===== config.mk =====
export PLATFORM = sky130hd
export DESIGN_NAME = dmem_arbiter
export DESIGN_NICKNAME = d
export VERILOG_FILES = /design/src/rtl/rv_pkg.sv /design/src/rtl/rr_arbiter2.sv /design/src/rtl/dmem_arbiter.sv
export SDC_FILE = /design/constraint.sdc
export NUM_CORES = 1
export LEC_CHECK = 0
export ABC_CLOCK_PERIOD_IN_PS = 4640
export CAP_MARGIN = 20
export CELL_PAD_IN_SITES_DETAIL_PLACEMENT = 0
export CELL_PAD_IN_SITES_GLOBAL_PLACEMENT = 1
export CORE_UTILIZATION = 22
export CTS_CLUSTER_DIAMETER = 100
export DETAILED_ROUTE_END_ITERATION = 10
export GPL_ROUTABILITY_DRIVEN = 0
export PLACE_DENSITY = 0.85
export SYNTH_ARGS = -nofsm -noshare
export SYNTH_HDL_FRONTEND = slang
export SYNTH_SLANG_ARGS = --single-unit

===== constraint.sdc =====
create_clock -name clk -period 4.64 [get_ports clk]
set_input_delay 0.464 -clock clk [delete_from_list [all_inputs] [get_ports clk]]
set_output_delay 0.464 -clock clk [all_outputs]
set_load 0.02 [all_outputs]

===== src/rtl/rv_pkg.sv =====
// rtl/rv_pkg.sv - shared types and constants for the dmem arbiter slice
package rv_pkg;

    localparam int XLEN_P     = 32;
    localparam int FUNCT3_W_P = 3;

    typedef enum logic [0:0] {
        IDLE = 1'b0,
        RESP = 1'b1
    } state_e;

    localparam logic [FUNCT3_W_P-1:0] F3_LB  = 3'b000;
    localparam logic [FUNCT3_W_P-1:0] F3_LH  = 3'b001;
    localparam logic [FUNCT3_W_P-1:0] F3_LW  = 3'b010;
    localparam logic [FUNCT3_W_P-1:0] F3_LBU = 3'b100;
    localparam logic [FUNCT3_W_P-1:0] F3_LHU = 3'b101;
    localparam logic [FUNCT3_W_P-1:0] F3_SB  = 3'b000;
    localparam logic [FUNCT3_W_P-1:0] F3_SH  = 3'b001;
    localparam logic [FUNCT3_W_P-1:0] F3_SW  = 3'b010;

    localparam logic [XLEN_P-1:0] ZERO = '0;

    typedef struct packed {
        logic                  we;
        logic [FUNCT3_W_P-1:0] funct3;
        logic [XLEN_P-1:0]     addr;
        logic [XLEN_P-1:0]     wdata;
    } acc_req_t;

    // Alignment, funct3 decode and word-range check in one place.
    function automatic logic access_legal(input acc_req_t r, input int unsigned dmem_w);
        logic ok;
        ok = 1'b0;
        if (r.we) begin
            case (r.funct3)
                F3_SB:   ok = 1'b1;
                F3_SH:   ok = !r.addr[0];
                F3_SW:   ok = (r.addr[1:0] == 2'b00);
                default: ok = 1'b0;
            endcase
        end else begin
            case (r.funct3)
                F3_LB, F3_LBU: ok = 1'b1;
                F3_LH, F3_LHU: ok = !r.addr[0];
                F3_LW:         ok = (r.addr[1:0] == 2'b00);
                default:       ok = 1'b0;
            endcase
        end
        return ok && ({2'b00, r.addr[XLEN_P-1:2]} < dmem_w);
    endfunction

endpackage


===== src/rtl/rr_arbiter2.sv =====
// rtl/rr_arbiter2.sv - combinational two-way round-robin grant
module rr_arbiter2 (
    input  logic [1:0] req,
    input  logic       last_gnt,
    output logic [1:0] gnt,
    output logic       win
);

    // On a tie the port that did not win last time goes next.
    always_comb begin
        win = 1'b0;
        case (req)
            2'b01:   win = 1'b0;
            2'b10:   win = 1'b1;
            2'b11:   win = !last_gnt;
            default: win = 1'b0;
        endcase
        gnt = (req == 2'b00) ? 2'b00 : (win ? 2'b10 : 2'b01);
    end

endmodule


===== src/rtl/dmem_arbiter.sv =====
// rtl/dmem_arbiter.sv - two-port round-robin arbiter in front of single-port dmem
module dmem_arbiter
    import rv_pkg::*;
#(
    parameter int XLEN     = 32,
    parameter int FUNCT3_W = 3,
    parameter int DMEM_W   = 1024,
    parameter int NREQ     = 2
) (
    input  logic                               clk,
    input  logic                               n_reset,
    input  logic [NREQ-1:0]                    req_i,
    input  logic [NREQ-1:0]                    we_i,
    input  logic [NREQ-1:0][FUNCT3_W-1:0]      funct3_i,
    input  logic [NREQ-1:0][XLEN-1:0]          addr_i,
    input  logic [NREQ-1:0][XLEN-1:0]          wdata_i,
    output logic [NREQ-1:0]                    gnt_o,
    output logic [NREQ-1:0]                    rvalid_o,
    output logic [NREQ-1:0]                    err_o,
    output logic [XLEN-1:0]                    rdata_o,
    output logic                               mem_read,
    output logic                               mem_write,
    output logic [FUNCT3_W-1:0]                mem_funct3,
    output logic [XLEN-1:0]                    mem_addr,
    output logic [XLEN-1:0]                    mem_wdata,
    input  logic [XLEN-1:0]                    mem_rdata
);

    state_e     state;
    logic       last_gnt;
    logic [1:0] arb_gnt;
    logic       win;
    logic       issue;
    logic       legal;
    acc_req_t   sel;

    rr_arbiter2 u_rr (
        .req      (req_i),
        .last_gnt (last_gnt),
        .gnt      (arb_gnt),
        .win      (win)
    );

    assign sel.we     = we_i[win];
    assign sel.funct3 = funct3_i[win];
    assign sel.addr   = addr_i[win];
    assign sel.wdata  = wdata_i[win];

    // Grant and dmem strobes are combinational; gating with n_reset keeps
    // them low while reset is held even if requesters keep req asserted.
    assign issue = n_reset && (state == IDLE) && (req_i != '0);
    assign legal = access_legal(sel, DMEM_W);

    assign gnt_o      = issue ? arb_gnt : '0;
    assign mem_read   = issue && legal && !sel.we;
    assign mem_write  = issue && legal && sel.we;
    assign mem_funct3 = (issue && legal) ? sel.funct3 : '0;
    assign mem_addr   = (issue && legal) ? sel.addr   : ZERO;
    assign mem_wdata  = (issue && legal) ? sel.wdata  : ZERO;

    always_ff @(posedge clk or negedge n_reset) begin
        if (!n_reset) begin
            state    <= IDLE;
            last_gnt <= 1'b1;
            rvalid_o <= '0;
            err_o    <= '0;
            rdata_o  <= ZERO;
        end else begin
            case (state)
                IDLE: begin
                    rvalid_o <= '0;
                    err_o    <= '0;
                    if (issue) begin
                        state    <= RESP;
                        last_gnt <= win;
                        rvalid_o <= arb_gnt;
                        err_o    <= legal ? '0 : arb_gnt;
                        if (!legal)
                            rdata_o <= ZERO;
                        else if (!sel.we)
                            rdata_o <= mem_rdata;
                    end
                end
                RESP: begin
                    state    <= IDLE;
                    rvalid_o <= '0;
                    err_o    <= '0;
                end
                default: state <= IDLE;
            endcase
        end
    end

endmodule


### Word level (Yosys, flattened, before mapping)

Cells that the tools add are included.

| word-level totals | value |
|---|---|
| register bits after elaboration | 38 |
| logic and storage cells | 58 |

| cells by class | value |
|---|---|
| reductions and logical operators | 17 |
| muxes and demuxes | 26 |
| bitwise logic cells | 1 |
| equal/unequal tests | 7 |
| $lt $le $gt $ge | 2 |

Operators with widths:

| operator | number |
|---|---|
| two-way mux 32 bit | 8 |
| less-than comparator 30 x 11 -> 1 bit, second input constant | 1 |
| two-way mux 2 bit | 5 |
| two-way mux 3 bit | 3 |
| case mux 2 bit (2 select lines) | 2 |
| equality test 3 bit, second input constant | 2 |
| logical AND 1 bit | 6 |
| case mux 1 bit (3 select lines) | 2 |
| equality test 2 bit, second input constant | 2 |
| logical NOT 2 bit | 2 |
| two-way mux 1 bit | 4 |
| case mux 1 bit (2 select lines) | 2 |
| OR reduction 2 bit | 2 |
| equality test 3 x 1 -> 1 bit, second input constant | 1 |
| equality test 3 x 2 -> 1 bit, second input constant | 1 |
| logical NOT 1 bit | 3 |
| logical NOT 3 bit | 1 |
| AND reduction 3 bit | 1 |
| less-than comparator 1 x 2 -> 1 bit, second input constant | 1 |
| inequality test 2 bit, second input constant | 1 |
| AND reduction 2 bit | 1 |
| nonzero test 2 bit | 1 |
| inverter 1 bit | 1 |

### Logic depth before layout (Yosys ltp)

Gate-level depths: netlist of the first run.

| depth | value |
|---|---|
| depth after elaboration | 12 |
| mapped depth | 8 |
| mapped depth without buffers | 6 |

### Cells and area by module

From an unflattened synthesis of the first run, not the netlist that was laid out.

| second synthesis, totals | value |
|---|---|
| cells, all modules | 244 |
| area total of the unflattened synthesis | 2492.4 µm² |

Modules (own cells, without submodules):

| module | times used | cells an instance | area each (µm²) | sequential area each (µm²) |
|---|---|---|---|---|
| dmem_arbiter | 1 | 240 | 2466.1 | 952.2 |
| rr_arbiter2 | 1 | 4 | 26.3 | 0.0 |

### Worst setup path before layout of the first run

Ideal clock, no wire load.

| timing path | value |
|---|---|
| path type | flip-flop to output port |
| start | register last_gnt |
| end | output mem_addr[10] |
| data arrival time | 1.802 ns |
| data required time | 4.176 ns |
| buffers on the path | 2 |
| path slack | 2.374 ns |
| cell stages (with the launch flop) | 8 |
| cells stage by stage | dfstp_2 a21bo_1 buf_6 nand4_1 nor2_2 o211ai_2 clkbuf_1 a21oi_1 |

| between the ends | value |
|---|---|
| word-level cells in the longest chain between the ends | 11 |
| elaborated cells on any way between the ends | 24 |

RTL lines:

| item | RTL line | text |
|---|---|---|
| from (decl) | dmem_arbiter.sv:30 | `logic last_gnt;` |
| from (signal assigned) | dmem_arbiter.sv:75 | `last_gnt <= win;` |
| logical NOT 1 bit (*) | rr_arbiter2.sv:15 | `2'b11: win = !last_gnt;` |
| case mux 1 bit (2 select lines) (*) | rr_arbiter2.sv:12 | `case (req)` |
| branches (longest 8 deep; another with less-than comparator 30 x 11 -> 1 bit) | n/a |  |
| two-way mux 32 bit (*) | dmem_arbiter.sv:58 | `assign mem_addr = (issue && legal) ? sel.addr : ZERO;` |
| to (decl) | dmem_arbiter.sv:24 | `output logic [XLEN-1:0] mem_addr,` |

Every way passes the cells marked *. The select of a mux whose other input is x is not followed.

### Worst setup path after layout of the first run

| timing path | value |
|---|---|
| start | input req_i[0] |
| end | output mem_addr[7] |

| between the ends | value |
|---|---|
| word-level cells in the longest chain between the ends | 11 |
| elaborated cells on any way between the ends | 27 |

RTL lines:

| item | RTL line | text |
|---|---|---|
| from (decl) | dmem_arbiter.sv:12 | `input logic [NREQ-1:0] req_i,` |
| branches (longest 10 deep; another with less-than comparator 30 x 11 -> 1 bit) | n/a |  |
| two-way mux 32 bit (*) | dmem_arbiter.sv:58 |  |

Marks and branches as above.

==> out/results.txt, run 1 <==
Critical path arrival: 3.03 ns
R2r setup slk: 2.28 ns
Clock root cell: clkbuf_16
Worst R2R Path Depth: 6
Synth Flop Type: dfrtp_1
Post-CTS Hold Buffers: 0
WS Path Type: in2out
Yosys cell types: 33
Fin worst setup slack: 1.14 ns
TNS Setup: 0 ns
Mapped Area: 0.00314 mm^2
FF+latch count, synth: 38
First-pass GRT wire length: 19900 um
Via Count: 3973
Setup violators final: 0
Commonest non-fill, non-tap cell in the layout: clkdlybuf4s50_1
Period utilization: 75.4%
Worst-Skew Late Latency: 0.28 ns
CTS Buffer Depth: 2
Final hold viol count: 0
Initial Util: 22.6%
Post-DR vias/cell: 4.62
Fillers: 1378
Number of global-route vias before repair: 3731
Asr flop ratio synth: 100%
DRT Pass-1 Iters: 7
RSZ-0062 raised after global routing: false
Port-buffer cells: 258
Initial antenna violation count: 0
Crit path launch type: primary input
Place WS: 1.14 ns
Fin nets: 852
Core area: 0.0139 mm^2
Slew Limit Fails: 0
Hold WC Path Type: in2async
Synth warnings: 0
Antenna diode instance count: 0
HPWL Detailed: 10200 um
Die width: 121 um
Pleak: 2.55 nW
Worst setup EP type: output port
Die area: 0.0148 mm^2
Placed Cells: 853
Cts bufs inserted: 5
Share of post-route cells with drive strength above 1: 5.44%
Cell Rows: 43
Post-layout util: 42.6%
Clock Sinks: 38
Io pins: 279
Status: completed
ANT nets after route: 0
Worst vdd ir: 0.000136 V
FF-to-FF End: rdata_o[23]$_DFFE_PN0P_
Placed cell area: 0.00575 mm^2
Fin Clk Skew: 0.00575 ns
Crit Path Max Fanout: 49
Number of synthesized flops with an enable pin: 0
R2r startpoint: last_gnt$_DFFE_PN1P_
Crit path time final: 3.50 ns
CTS tree: yes
Routed WL: 13600 um
FMAX: 0.286 GHz
WL per Instance: 15.8 um
GR Overflow Total: 0
Remaining DRCs: 0
Mapped Cells: 445
Max cap viols: 0
Max_slew headroom: 62.2%
Mapped Avg Cell Area: 7.05 um^2
Non-Filler Instances: 860
Setup Buffers After CTS: 0
Sequential fraction of the synthesis area: 30.3%
Largest net degree at the start of global routing: 54
GRT Total Usage: 17.2%
Post-cts repair resize count: 0
Critical path required time: 4.18 ns
Area Overhead vs Synth: 88.6%
Final instance area: 0.00592 mm^2
Slew @ Worst Pin: 0.567 ns
Iter 0 DRT Violations: 157
Clk pin slew, worst setup/hold paths: 0.06 ns
H-Tree Level Count: 2
Most frequent cells in the layout: 257 x clkdlybuf4s50_1, 160 x nand2_1, 39 x a21oi_1
Chip Height: 121 um
Power Density: 175 mW/mm^2
==> power breakdown <==
group / leakage (nW) / switching [mW] / internal, mW / total [mW]
clock network: 0.0829 / 0.131 / 0.265 / 0.397
logic: 1.94 / 0.136 / 0.163 / 0.299
registers: 0.524 / 0.00291 / 0.337 / 0.340
==> worst max path at each step <==
| stage | endpoint | slack [ns] | cells after the start | from |
|---|---|---|---|---|
| floorplan | mem_addr[10] | 2.37 | 7 | last_gnt$_DFFE_PN1P_ |
| global placement | mem_wdata[6] | 1.12 | 9 | addr_i[57] |
| finish | mem_addr[7] | 1.14 | 8 | req_i[0] |
| global route | mem_addr[7] | 1.00 | 8 | req_i[0] |
| CTS | mem_addr[7] | 1.14 | 8 | req_i[0] |
| detailed placement | mem_addr[7] | 1.14 | 8 | req_i[0] |
==> stage by stage <==
step                hold slack [ns]  power [mW]
floorplan                     0.168       0.477
global placement              0.470       0.647
detailed placement            0.478       0.648
CTS                           0.283        1.05
global route                  0.321        1.09
finish                        0.265        1.04
==> worst max-delay path, stage by stage <==
cell and delay (ns):
clkdlybuf4s50_1 0.54, nor2_1 0.06, or2_1 0.23, inv_2 0.41
o211ai_4 0.12, buf_4 0.32, a21oi_1 0.22, clkdlybuf4s50_1 0.63
==> flip-flops by register name (all words and copies together) (netlist names) <==
| name | flops |
|---|---|
| err_o | 2 |
| last_gnt | 1 |
| rvalid_o | 2 |
| state | 1 |
| rdata_o | 32 |
==> cell usage after synthesis (2+ instances only) <==
master	number	share of area [%]
nor4_1	6	1.2
nor2_2	2	0.40
a21oi_1	39	6.2
nand2_1	160	19
and3_1	32	6.4
buf_2	5	0.80
a21oi_2	10	2.8
nor2_1	9	1.1
nor3_1	8	1.3
buf_6	8	2.9
nand4_1	2	0.40
buf_4	20	4.8
dfrtp_1	37	29
o221ai_1	32	8.9
nor2b_1	33	6.6
clkbuf_1	25	3.0
==> cells by family (layout without fill, tap and decap cells) <==
group	after synthesis	after routing	synth area share, %
AOI/OAI and AO/OA	90	90	20.4
buffers and inverters	60	276	11.7
DFF	38	38	30.3
muxes	1	1	0.438
other	1	20	0.119
and+or+nand+nor	255	255	37.0
==> per-layer routing <==
layer | vias to the layer above | GRT usage [%] | share of wire, %
li1 | 1942 | - | -
met1 | 1855 | 21.1 | 41
met2 | 168 | 31.5 | 50
met3 | 8 | 2.68 | 7.6
met4 | 0 | 2.93 | 0.68
met5 | - | 0 | 0
==> cell type report <==
class                   instances  area (um^2)  area share, %
clock buffers                   6          139           2.35
multi-input cells             366         1920           32.4
flip-flops and latches         38          952           16.1
inverters                       1         3.75         0.0634
well taps                     180          225           3.80
clock inverters                 1         30.0          0.507
repair buffers                268         2650           44.8
No activity file was read; power rests on OpenSTA's default activity.
==> inputs of run 2 (changes only) <==
--- a/config.mk
+++ b/config.mk
@@ -5,15 +5,15 @@
 export SDC_FILE = /design/constraint.sdc
 export NUM_CORES = 1
 export LEC_CHECK = 0
-export ABC_CLOCK_PERIOD_IN_PS = 4640
+export ABC_CLOCK_PERIOD_IN_PS = 3600
 export CAP_MARGIN = 20
 export CELL_PAD_IN_SITES_DETAIL_PLACEMENT = 0
 export CELL_PAD_IN_SITES_GLOBAL_PLACEMENT = 1
-export CORE_UTILIZATION = 22
+export CORE_UTILIZATION = 20
 export CTS_CLUSTER_DIAMETER = 100
 export DETAILED_ROUTE_END_ITERATION = 10
 export GPL_ROUTABILITY_DRIVEN = 0
-export PLACE_DENSITY = 0.85
+export PLACE_DENSITY = 0.78
 export SYNTH_ARGS = -nofsm -noshare
 export SYNTH_HDL_FRONTEND = slang
 export SYNTH_SLANG_ARGS = --single-unit
==> constraint.sdc (replaced) <==
create_clock -name clk -period 3.6 [get_ports clk]
set_input_delay 0.36 -clock clk [delete_from_list [all_inputs] [get_ports clk]]
set_output_delay 0.36 -clock clk [all_outputs]
set_load 0.02 [all_outputs]
==> out/results.txt, run 2 (synthesis gave the netlist of run 1 again) <==
Worst setup EP type: output port
Crit path launch type: primary input
Fin Clk Skew: 0.00455 ns
Power Density: 216 mW/mm^2
Initial Util: 20.6%
Die area: 0.0162 mm^2
Setup Buffers After CTS: 0
Crit path time final: 3.17 ns
GRT Total Usage: 16.3%
Period utilization: 88.1%
Io pins: 279
Chain of cells forming the critical path: clkdlybuf4s50_1 > a21bo_2 > buf_4 > buf_4 > nand2_1 > a21oi_2 > clkdlybuf4s50_1
Antenna diode instance count: 0
Slew @ Worst Pin: 0.576 ns
Cell Rows: 45
Post-DR vias/cell: 4.48
Share of post-route cells with drive strength above 1: 5.72%
Sequential Power Share: 34.1%
Status: completed
Iter 0 DRT Violations: 159
R2r setup slk: 1.05 ns
Most frequent cells in the layout: 257 x clkdlybuf4s50_1, 160 x nand2_1, 39 x a21oi_1
Port-buffer cells: 258
Area Overhead vs Synth: 89.7%
Die width: 127 um
Registers with the most flip-flops: rdata_o (32), err_o (2), rvalid_o (2)
Clock Sinks: 38
Commonest non-fill, non-tap cell in the layout: clkdlybuf4s50_1
Chip Height: 127 um
Slew Limit Fails: 0
WS Path Type: in2out
CTS Buffer Depth: 2
Post-cts repair resize count: 0
Buf/Inv on CP: 4
Critical path arrival: 2.81 ns
Clk network pwr share: 35.3%
Sw frac: 28.3%
Max_slew headroom: 61.6%
Hold WC Path Type: in2async
Number of global-route vias before repair: 3796
Final hold viol count: 0
Clock root cell: clkbuf_16
First-pass GRT wire length: 20900 um
Worst vdd ir: 0.000151 V
ANT nets after route: 0
Critical path required time: 3.24 ns
Via Count: 4000
Post-layout util: 39.0%
Combinational Power Share: 30.6%
Cts bufs inserted: 5
Top delay family on crit path: buffers and inverters
Clk pin slew, worst setup/hold paths: 0.06 ns
Largest net degree at the start of global routing: 65
Slowest stage cell, crit path: clkdlybuf4s50_1
HPWL Detailed: 10300 um
Crit Path Max Fanout: 27
WL per Instance: 15.6 um
Largest register by flop count: rdata_o
Fin nets: 853
Cell internal pwr: 0.921 mW
RSZ-0062 raised after global routing: false
Initial antenna violation count: 0
Max reg flops: 32
CP peak stage delay: 0.66 ns
Routed WL: 13900 um
Post-CTS Hold Buffers: 0
CTS tree: yes
Remaining DRCs: 0
H-Tree Level Count: 2
Worst-Skew Late Latency: 0.28 ns
Setup violators final: 0
Max cap viols: 0
DRT Pass-1 Iters: 4
FMAX: 0.315 GHz
GR Overflow Total: 0
TNS Setup: 0 ns
Pleak: 2.54 nW
NetSw: 0.363 mW
Core area: 0.0153 mm^2
[run 2: cell count changes in the layout (fill, tap and decap cells not counted), sizes merged]
cell	delta
buf	+1
bufinv	-1
clkinv	+1
clkinvlp	+1
[run 2: final timing paths]
path / start / endpoint / cells after the start
setup / recovery: req_i[0] / mem_wdata[21] / 7
hold / removal: n_reset / state$_DFF_PN0_ / 2
setup reg to reg: last_gnt$_DFFE_PN1P_ / rdata_o[7]$_DFFE_PN0P_ / 7
hold reg to reg: rdata_o[7]$_DFFE_PN0P_ / rdata_o[7]$_DFFE_PN0P_ / 2
max in group asynchronous: n_reset / last_gnt$_DFFE_PN1P_ / 2
min in group clk: n_reset / rvalid_o[1]$_DFF_PN0_ / 3
[run 2: layer usage]
metal	global-route usage, %	routed length [um]	vias to the layer above
li1	-	-	1946
met1	19.8	5800	1869
met2	30.0	7140	177
met3	2.51	854	8
met4	3.57	122	0
met5	0	0	-
[run 2: cell type report]
cell class                      count  area [um^2]
Clock buffer                        6          139
Timing Repair Buffer              269         2660
Inverter                            1         3.75
Multi-Input combinational cell    366         1920
Fill cell                        1544         9300
Tap cell                          211          264
Clock inverter                      2         12.5
Sequential cell                    38          952
[run 2: stage by stage]
stage          instances  setup WS [ns]  hold slack (ns)  power [mW]  area (um^2)
2_1_floorplan        464           1.44           0.0644       0.615         3210
3_3_place_gp         885          0.445            0.470       0.839         5800
3_5_place_dp         885          0.434            0.474       0.842         5800
4_1_cts              893          0.422            0.178        1.31         5960
5_1_grt              893          0.229            0.213        1.35         5960
6_report             893          0.429            0.152        1.28         5960
[run 2: power groups by stage]
stage | registers (mW) | logic, mW | clock network [mW]
after floorplan | 0.449 | 0.167 | 0
after global placement | 0.446 | 0.393 | 0
after detailed placement | 0.446 | 0.395 | 0
after CTS | 0.438 | 0.397 | 0.473
after global routing | 0.439 | 0.428 | 0.487
final | 0.438 | 0.393 | 0.453
==> inputs of run 3 (changes only) <==
--- a/config.mk
+++ b/config.mk
@@ -12,8 +12,9 @@
 export CORE_UTILIZATION = 20
 export CTS_CLUSTER_DIAMETER = 100
 export DETAILED_ROUTE_END_ITERATION = 10
-export GPL_ROUTABILITY_DRIVEN = 0
+export GPL_ROUTABILITY_DRIVEN = 1
 export PLACE_DENSITY = 0.78
+export SETUP_SLACK_MARGIN = 0.1
 export SYNTH_ARGS = -nofsm -noshare
 export SYNTH_HDL_FRONTEND = slang
 export SYNTH_SLANG_ARGS = --single-unit
==> results of run 3 <==
The final DEF is identical to that of run 2; final timing and power are the same.
